<file path="src/rtl/memory_access_stage_if.sv">
// ---------------------------------------------------------------------------
// memory_access_stage_if
//   Data-memory request/response bundle between the MEM-stage load/store
//   unit (master) and the data memory (slave).
//
//   mem_req    master->slave  request valid
//   mem_we     master->slave  1 = write, 0 = read
//   mem_addr   master->slave  word-aligned byte address
//   mem_wdata  master->slave  lane-replicated store data
//   mem_be     master->slave  byte enables (0000 for reads)
//   mem_ready  slave->master  request accepted/completed this cycle
//   mem_rdata  slave->master  read word, valid with mem_ready on a read
// ---------------------------------------------------------------------------
interface memory_access_stage_if #(
    parameter int DATA_WIDTH = 32
);
    logic                  mem_req;
    logic                  mem_we;
    logic [DATA_WIDTH-1:0] mem_addr;
    logic [DATA_WIDTH-1:0] mem_wdata;
    logic [3:0]            mem_be;
    logic                  mem_ready;
    logic [DATA_WIDTH-1:0] mem_rdata;

    modport master (
        output mem_req,
        output mem_we,
        output mem_addr,
        output mem_wdata,
        output mem_be,
        input  mem_ready,
        input  mem_rdata
    );

    modport slave (
        input  mem_req,
        input  mem_we,
        input  mem_addr,
        input  mem_wdata,
        input  mem_be,
        output mem_ready,
        output mem_rdata
    );
endinterface

</file>
<file path="src/rtl/memory_access_stage.sv">
// ---------------------------------------------------------------------------
// memory_access_stage
//   MEM-stage load/store unit. Takes the EX/MEM fields, performs byte/half/
//   word loads and stores over a req/ready handshake, stalls the upstream
//   pipeline while the memory inserts wait states, and registers the MEM/WB
//   fields used by the writeback mux.
//
//   clk, rst_n        rising-edge clock, asynchronous active-low reset
//   RegWriteM..PCPlus4M  EX/MEM fields (held stable by upstream while StallM)
//   dmem              data-memory handshake (master side)
//   StallM            freeze PC, IF/ID, ID/EX and EX/MEM
//   *W                registered MEM/WB fields, MisalignW flags a trapped
//                     misaligned or reserved-encoding access
//
//   Byte-lane logic assumes four 8-bit lanes, i.e. DATA_WIDTH = 32.
// ---------------------------------------------------------------------------
module memory_access_stage #(
    parameter int DATA_WIDTH = 32
) (
    input  logic                  clk,
    input  logic                  rst_n,

    input  logic                  RegWriteM,
    input  logic                  MemWriteM,
    input  logic                  MemReadM,
    input  logic [1:0]            ResultSrcM,
    input  logic [4:0]            RdM,
    input  logic [2:0]            Funct3M,
    input  logic [DATA_WIDTH-1:0] ALUResultM,
    input  logic [DATA_WIDTH-1:0] WriteDataM,
    input  logic [DATA_WIDTH-1:0] PCPlus4M,

    memory_access_stage_if.master dmem,

    output logic                  StallM,

    output logic                  RegWriteW,
    output logic [1:0]            ResultSrcW,
    output logic [4:0]            RdW,
    output logic [DATA_WIDTH-1:0] ALUResultW,
    output logic [DATA_WIDTH-1:0] ReadDataW,
    output logic [DATA_WIDTH-1:0] PCPlus4W,
    output logic                  MisalignW
);

    typedef enum logic {
        IDLE,
        WAIT
    } state_t;

    state_t state;

    logic                  is_access;
    logic                  funct_legal;
    logic                  offset_ok;
    logic                  misalign;
    logic                  issue;

    logic [3:0]            lane_be;
    logic [DATA_WIDTH-1:0] lane_wdata;
    logic [DATA_WIDTH-1:0] word_addr;

    logic [7:0]            byte_sel;
    logic [15:0]           half_sel;
    logic [DATA_WIDTH-1:0] load_data;

    // Copies of the request taken when entering WAIT so the bus stays
    // stable even if something upstream glitches during the stall.
    logic                  hold_we;
    logic [DATA_WIDTH-1:0] hold_addr;
    logic [DATA_WIDTH-1:0] hold_wdata;
    logic [3:0]            hold_be;

    assign is_access = MemReadM | MemWriteM;
    assign word_addr = {ALUResultM[DATA_WIDTH-1:2], 2'b00};

    // Legal encodings: SB/SH/SW for stores, LB/LH/LW/LBU/LHU for loads.
    // Anything else is reported as a misaligned access so it traps
    // instead of touching memory.
    always_comb begin
        funct_legal = 1'b0;
        case (Funct3M)
            3'b000, 3'b001, 3'b010: funct_legal = 1'b1;
            3'b100, 3'b101:         funct_legal = MemReadM;
            default:                funct_legal = 1'b0;
        endcase

        offset_ok = 1'b1;
        case (Funct3M[1:0])
            2'b01:   offset_ok = ~ALUResultM[0];
            2'b10:   offset_ok = (ALUResultM[1:0] == 2'b00);
            default: offset_ok = 1'b1;
        endcase

        misalign = is_access & ~(funct_legal & offset_ok);
    end

    assign issue = is_access & ~misalign;

    // Store lane steering: data is replicated across every lane so the
    // memory only needs the byte enables to pick the right bytes.
    always_comb begin
        lane_be    = 4'b0000;
        lane_wdata = WriteDataM;
        case (Funct3M[1:0])
            2'b00: begin
                lane_be    = 4'b0001 << ALUResultM[1:0];
                lane_wdata = {4{WriteDataM[7:0]}};
            end
            2'b01: begin
                lane_be    = ALUResultM[1] ? 4'b1100 : 4'b0011;
                lane_wdata = {2{WriteDataM[15:0]}};
            end
            default: begin
                lane_be    = 4'b1111;
                lane_wdata = WriteDataM;
            end
        endcase
        if (!MemWriteM) begin
            lane_be = 4'b0000;
        end
    end

    // Bus drive. The rst_n gate drops the request the instant reset is
    // asserted, even in the middle of a wait.
    always_comb begin
        if (state == WAIT) begin
            dmem.mem_req   = rst_n;
            dmem.mem_we    = hold_we;
            dmem.mem_addr  = hold_addr;
            dmem.mem_wdata = hold_wdata;
            dmem.mem_be    = hold_be;
        end else begin
            dmem.mem_req   = rst_n & issue;
            dmem.mem_we    = MemWriteM;
            dmem.mem_addr  = word_addr;
            dmem.mem_wdata = lane_wdata;
            dmem.mem_be    = lane_be;
        end
    end

    assign StallM = dmem.mem_req & ~dmem.mem_ready;

    // Load extraction: pick the addressed byte/half from the returned
    // word, then sign- or zero-extend according to funct3[2].
    always_comb begin
        byte_sel = dmem.mem_rdata[7:0];
        case (ALUResultM[1:0])
            2'b00: byte_sel = dmem.mem_rdata[7:0];
            2'b01: byte_sel = dmem.mem_rdata[15:8];
            2'b10: byte_sel = dmem.mem_rdata[23:16];
            2'b11: byte_sel = dmem.mem_rdata[31:24];
            default: byte_sel = dmem.mem_rdata[7:0];
        endcase

        half_sel = ALUResultM[1] ? dmem.mem_rdata[31:16] : dmem.mem_rdata[15:0];

        load_data = '0;
        case (Funct3M)
            3'b000:  load_data = {{24{byte_sel[7]}}, byte_sel};
            3'b100:  load_data = {24'h000000, byte_sel};
            3'b001:  load_data = {{16{half_sel[15]}}, half_sel};
            3'b101:  load_data = {16'h0000, half_sel};
            3'b010:  load_data = dmem.mem_rdata;
            default: load_data = '0;
        endcase
    end

    // Handshake FSM. A zero-wait access completes in IDLE; otherwise the
    // request is captured and held in WAIT until mem_ready. Returning to
    // IDLE coincides with the pipeline advancing, so the same instruction
    // is never presented twice.
    always_ff @(posedge clk or negedge rst_n) begin
        if (!rst_n) begin
            state      <= IDLE;
            hold_we    <= 1'b0;
            hold_addr  <= '0;
            hold_wdata <= '0;
            hold_be    <= 4'b0000;
        end else begin
            case (state)
                IDLE: begin
                    if (issue && !dmem.mem_ready) begin
                        state      <= WAIT;
                        hold_we    <= MemWriteM;
                        hold_addr  <= word_addr;
                        hold_wdata <= lane_wdata;
                        hold_be    <= lane_be;
                    end
                end
                WAIT: begin
                    if (dmem.mem_ready) begin
                        state <= IDLE;
                    end
                end
                default: state <= IDLE;
            endcase
        end
    end

    // MEM/WB register. A stall cycle becomes a bubble; a misaligned access
    // still moves down the pipe but with its register write suppressed.
    always_ff @(posedge clk or negedge rst_n) begin
        if (!rst_n) begin
            RegWriteW  <= 1'b0;
            ResultSrcW <= 2'b00;
            RdW        <= 5'd0;
            ALUResultW <= '0;
            ReadDataW  <= '0;
            PCPlus4W   <= '0;
            MisalignW  <= 1'b0;
        end else if (StallM) begin
            RegWriteW  <= 1'b0;
            MisalignW  <= 1'b0;
        end else begin
            RegWriteW  <= RegWriteM & ~misalign;
            ResultSrcW <= ResultSrcM;
            RdW        <= RdM;
            ALUResultW <= ALUResultM;
            ReadDataW  <= (MemReadM && !misalign) ? load_data : '0;
            PCPlus4W   <= PCPlus4M;
            MisalignW  <= misalign;
        end
    end

endmodule

</file>
<file path="src/flat_wrapper.sv">
// flat-port wrapper written by rule: the top's interface ports become plain ports
module memory_access_stage_flat 
#(
    parameter int DATA_WIDTH = 32
)
  (clk, rst_n, RegWriteM, MemWriteM, MemReadM, ResultSrcM, RdM, Funct3M, ALUResultM, WriteDataM, PCPlus4M, StallM, RegWriteW, ResultSrcW, RdW, ALUResultW, ReadDataW, PCPlus4W, MisalignW, dmem_mem_req, dmem_mem_we, dmem_mem_addr, dmem_mem_wdata, dmem_mem_be, dmem_mem_ready, dmem_mem_rdata);
  memory_access_stage_if #(.DATA_WIDTH(DATA_WIDTH)) dmem_i ();
  input  logic clk;
  input  logic rst_n;
  input  logic RegWriteM;
  input  logic MemWriteM;
  input  logic MemReadM;
  input  logic [1:0] ResultSrcM;
  input  logic [4:0] RdM;
  input  logic [2:0] Funct3M;
  input  logic [DATA_WIDTH-1:0] ALUResultM;
  input  logic [DATA_WIDTH-1:0] WriteDataM;
  input  logic [DATA_WIDTH-1:0] PCPlus4M;
  output logic StallM;
  output logic RegWriteW;
  output logic [1:0] ResultSrcW;
  output logic [4:0] RdW;
  output logic [DATA_WIDTH-1:0] ALUResultW;
  output logic [DATA_WIDTH-1:0] ReadDataW;
  output logic [DATA_WIDTH-1:0] PCPlus4W;
  output logic MisalignW;
  output wire logic [$bits(dmem_i.mem_req)-1:0] dmem_mem_req;
  output wire logic [$bits(dmem_i.mem_we)-1:0] dmem_mem_we;
  output wire logic [$bits(dmem_i.mem_addr)-1:0] dmem_mem_addr;
  output wire logic [$bits(dmem_i.mem_wdata)-1:0] dmem_mem_wdata;
  output wire logic [$bits(dmem_i.mem_be)-1:0] dmem_mem_be;
  input wire logic [$bits(dmem_i.mem_ready)-1:0] dmem_mem_ready;
  input wire logic [$bits(dmem_i.mem_rdata)-1:0] dmem_mem_rdata;
  assign dmem_mem_req = dmem_i.mem_req;
  assign dmem_mem_we = dmem_i.mem_we;
  assign dmem_mem_addr = dmem_i.mem_addr;
  assign dmem_mem_wdata = dmem_i.mem_wdata;
  assign dmem_mem_be = dmem_i.mem_be;
  assign dmem_i.mem_ready = dmem_mem_ready;
  assign dmem_i.mem_rdata = dmem_mem_rdata;
  memory_access_stage #(.DATA_WIDTH(DATA_WIDTH)) u_core (.clk(clk), .rst_n(rst_n), .RegWriteM(RegWriteM), .MemWriteM(MemWriteM), .MemReadM(MemReadM), .ResultSrcM(ResultSrcM), .RdM(RdM), .Funct3M(Funct3M), .ALUResultM(ALUResultM), .WriteDataM(WriteDataM), .PCPlus4M(PCPlus4M), .dmem(dmem_i), .StallM(StallM), .RegWriteW(RegWriteW), .ResultSrcW(ResultSrcW), .RdW(RdW), .ALUResultW(ALUResultW), .ReadDataW(ReadDataW), .PCPlus4W(PCPlus4W), .MisalignW(MisalignW));
endmodule
</file>
<file path="config.mk">
export PLATFORM = sky130hd
export DESIGN_NAME = memory_access_stage_flat
export DESIGN_NICKNAME = d
export VERILOG_FILES = /design/src/rtl/memory_access_stage_if.sv /design/src/rtl/memory_access_stage.sv /design/src/flat_wrapper.sv
export SDC_FILE = /design/constraint.sdc
export NUM_CORES = 1
export LEC_CHECK = 0
export BUFFER_PORTS_ARGS = -buffer_cell sky130_fd_sc_hd__buf_2
export CAP_MARGIN = 20
export CORE_ASPECT_RATIO = 1.1
export CORE_MARGIN = 2
export CORE_UTILIZATION = 54
export DETAILED_ROUTE_END_ITERATION = 10
export PLACE_DENSITY = 0.89
export RECOVER_POWER = 25
export REMOVE_ABC_BUFFERS = 1
export SLEW_MARGIN = 20
export SYNTH_ARGS = -nofsm -noshare
export SYNTH_HDL_FRONTEND = slang
export SYNTH_SLANG_ARGS = --single-unit
</file>
<file path="constraint.sdc">
create_clock -name clk -period 7.11 [get_ports clk]
set_input_delay 1.422 -clock clk [delete_from_list [all_inputs] [get_ports clk]]
set_output_delay 1.422 -clock clk [all_outputs]
set_load 0.005 [all_outputs]
</file>
==> results.yml <==
critical_path:
  arrival_ps: 4240
  critical-path-top-delay-family: "buffers and inverters"
  max_stage_delay_ps: 780
  path_cells: "buf_2, inv_1, ha_1, inv_1, o211ai_2, a31o_1, buf_4, nand2_4, inv_4, buf_2"
  critPathSlowestCell: "ha_1"
  rr_startpoint: "u_core.state"
  cp.required_ps: 5690
  rrSetupSlack_ps: 3430
  criticalPathCategory: "primary input to output pin"
  reg2reg_to: "u_core.PCPlus4W[1]"
  worst_setup_path_start_kind: "primary input"
  endpoint_kind: "output pin"
  rr_worst_depth: 7
  critical_path.endpoint: "StallM"
  critPathMaxFanout: 28
  cp_num_buf_inv: 6
  crit_cells: 10
  cp-startpoint: "Funct3M[1]"
sta:
  fin_skew_ps: 6.188
  fin_setup_tns_ps: 0
  fin_hold_ws_ps: 472.1
  worst_slew_pin_slew_ps: 2564
  drv_slew: 48
  period_share: 0.7966
  setup_violations: 0
  rsz0062_at_grt: "no"
  min_period_ps: 5664
  slew-limit-headroom: -0.7091
  hold_violations: 0
  fmaxAchievable_mhz: 176.6
logic_synthesis:
  synthTopCellsByArea: "dfrtp_1 51%, mux2_2 15%, nand2_1 8.7%"
  synth_top_area_frac: 0.5098
  synth_cell_types: 44
  synthFlopType: "dfrtp_1"
  synth-seq-cells: 173
  synth_top_cell_by_area: "dfrtp_1"
  yosysMostFrequentCell: "nand2_1"
  syn_avg_cell_area_um2: 10.85
  synth_commonest_cells: "197 x nand2_1, 173 x dfrtp_1, 116 x mux2_2"
  async_reset_ff_frac: 1.000
  yosys_warnings: 0
  synth_edf_count: 0
  postSynthCellCount: 783
  yosysSeqAreaShare: 0.5098
  synth_area_mm2: 0.008492
outcome:
  status: "finished with violations"
  violations: "capacitance limit, slew limit"
cts:
  cts-root-buf: "clkbuf_16"
  insertion_delay_ps: 420
  path_clk_slew_ps: 70
  hold_buffers: 0
  cts_made_buffers: 17
  htree_num_levels: 4
  cts_sinks: 173
  cts_buffer_depth: 2
  cts_setup_buffers: 0
  cts_tree: "done"
  postCtsResizedCells: 0
global_routing:
  overflow: 0
  grt_pass1_wl_um: 36970
  groute.usage.overall: 0.2871
  met1_usage: 0.3555
  top_usage_layer: "met2"
  grtUsageMet3: 0.06776
  antenna_found_initial: 1
  grt_pass1_vias: 7226
  grt_max_degree: 81
  globalRouteMet2Util: 0.4741
cells_and_area:
  finalNonFillerCells: 1282
  nFillCells: 1193
  nNetsFinal: 1215
  drive_gt1_frac: 0.4403
  final_core_util: 0.6871
  area_delta_synth_final_pct: 25.86
placement:
  dp_hpwl_um: 16410
  portBuffers: 317
  gp_congestion: 0.8933
  dpl.cell_count: 1249
power:
  ir_worst_vdd_uv: 204.1
  p_leak_nw: 5.331
  power_density_mw_per_mm2: 252.0
  finalPower_mw: 2.693
die:
  die_w_um: 123.6
  die_h_um: 135.5
  rows: 48
  fp.dieArea_mm2: 0.01675
  io_pins: 320
  initial_core_util: 0.5459
  core_mm2: 0.01555
flow_run:
  maxCapViolCount: 1
worst_hold_path:
  holdCritPathClass: "flop to flop"
routing:
  wl_per_cell_um: 18.85
  vias_per_cell: 5.723
  drt_iter0_markers: 756
  drc: 0
  postRouteAntennaNets: 0
  via_count: 7337
  routed_wl_um: 24170
  first_pass_iters: 7
## registers in the layout, summed over array words and instances, names as in the netlist, 2 cells and up
| register | count |
|---|---|
| u_core.hold_be | 4 |
| u_core.ReadDataW | 32 |
| u_core.ResultSrcW | 2 |
| u_core.hold_wdata | 32 |
| u_core.PCPlus4W | 32 |
| u_core.hold_addr | 30 |
| u_core.RdW | 5 |
| u_core.ALUResultW | 32 |
## power by group
part / internal [mW] / switching, mW / total [mW]
clock: 0.531 / 0.429 / 0.960
sequential: 1.13 / 0.0802 / 1.21
combinational: 0.245 / 0.281 / 0.526
## cell families after synthesis
family                   share of synthesized area
flip-flops                                  0.5098
AND/OR/NAND/NOR                             0.1183
AO/OA/AOI/OAI                              0.09312
multiplexers                                0.2281
other                                    0.0004416
adder cells (fa/ha/maj)                   0.004421
buffers and inverters                      0.04582
## stage by stage
stage,setup WS [ps],cell area [um^2]
final,1446,10690
after floorplan,1473,8184
after global placement,1622,10090
after CTS,1526,10700
after global routing,1267,10690
after detailed placement,1541,10090
## cells in the final DEF (no fill, tap or decap), types with 18 or more instances in the layout
master,count
buf_2,305
nand2_1,197
dfrtp_1,172
mux2_2,116
a21oi_1,31
o21ai_0,29
mux2_1,26
inv_1,19
mux2i_1,18
## how the worst min path moves through the flow
stage | slack [ps] | start | end | cells past startpoint
finish | 470 | u_core.hold_wdata[23] | u_core.hold_wdata[23] | 2
global route | 490 | u_core.hold_addr[10] | u_core.hold_addr[10] | 2
global placement | 450 | u_core.hold_wdata[20] | u_core.hold_wdata[20] | 2
detailed placement | 460 | u_core.hold_wdata[25] | u_core.hold_wdata[25] | 2
floorplan | 440 | u_core.hold_addr[10] | u_core.hold_addr[10] | 2
CTS | 480 | u_core.hold_wdata[20] | u_core.hold_wdata[20] | 2
## final cells by class
cell class | instances | area (um^2) | share of cell area
inverters | 20 | 77.57 | 0.007258
clock inverters | 15 | 177.7 | 0.01662
clock buffers | 17 | 425.4 | 0.03980
repair buffers | 325 | 1635 | 0.1530
well taps | 200 | 250.2 | 0.02341
diodes | 1 | 2.502 | 0.0002341
flip-flops and latches | 173 | 4330 | 0.4052
multi-input cells | 531 | 3789 | 0.3545
## metal layers
| metal | wire length [um] | vias up |
|---|---|---|
| li1 | - | 3295 |
| met1 | 9317 | 3559 |
| met2 | 12070 | 408 |
| met3 | 1878 | 75 |
| met4 | 900 | 0 |
| met5 | 0 | - |
## worst register-to-register path, stage by stage, from the launching register on
cell and delay [ps]:
dfrtp_2 630, buf_4 690, a31o_1 240, buf_4 300
nand2_4 110, inv_4 300, buf_4 780, mux2_2 500
No activity file was read; power rests on OpenSTA's default activity.
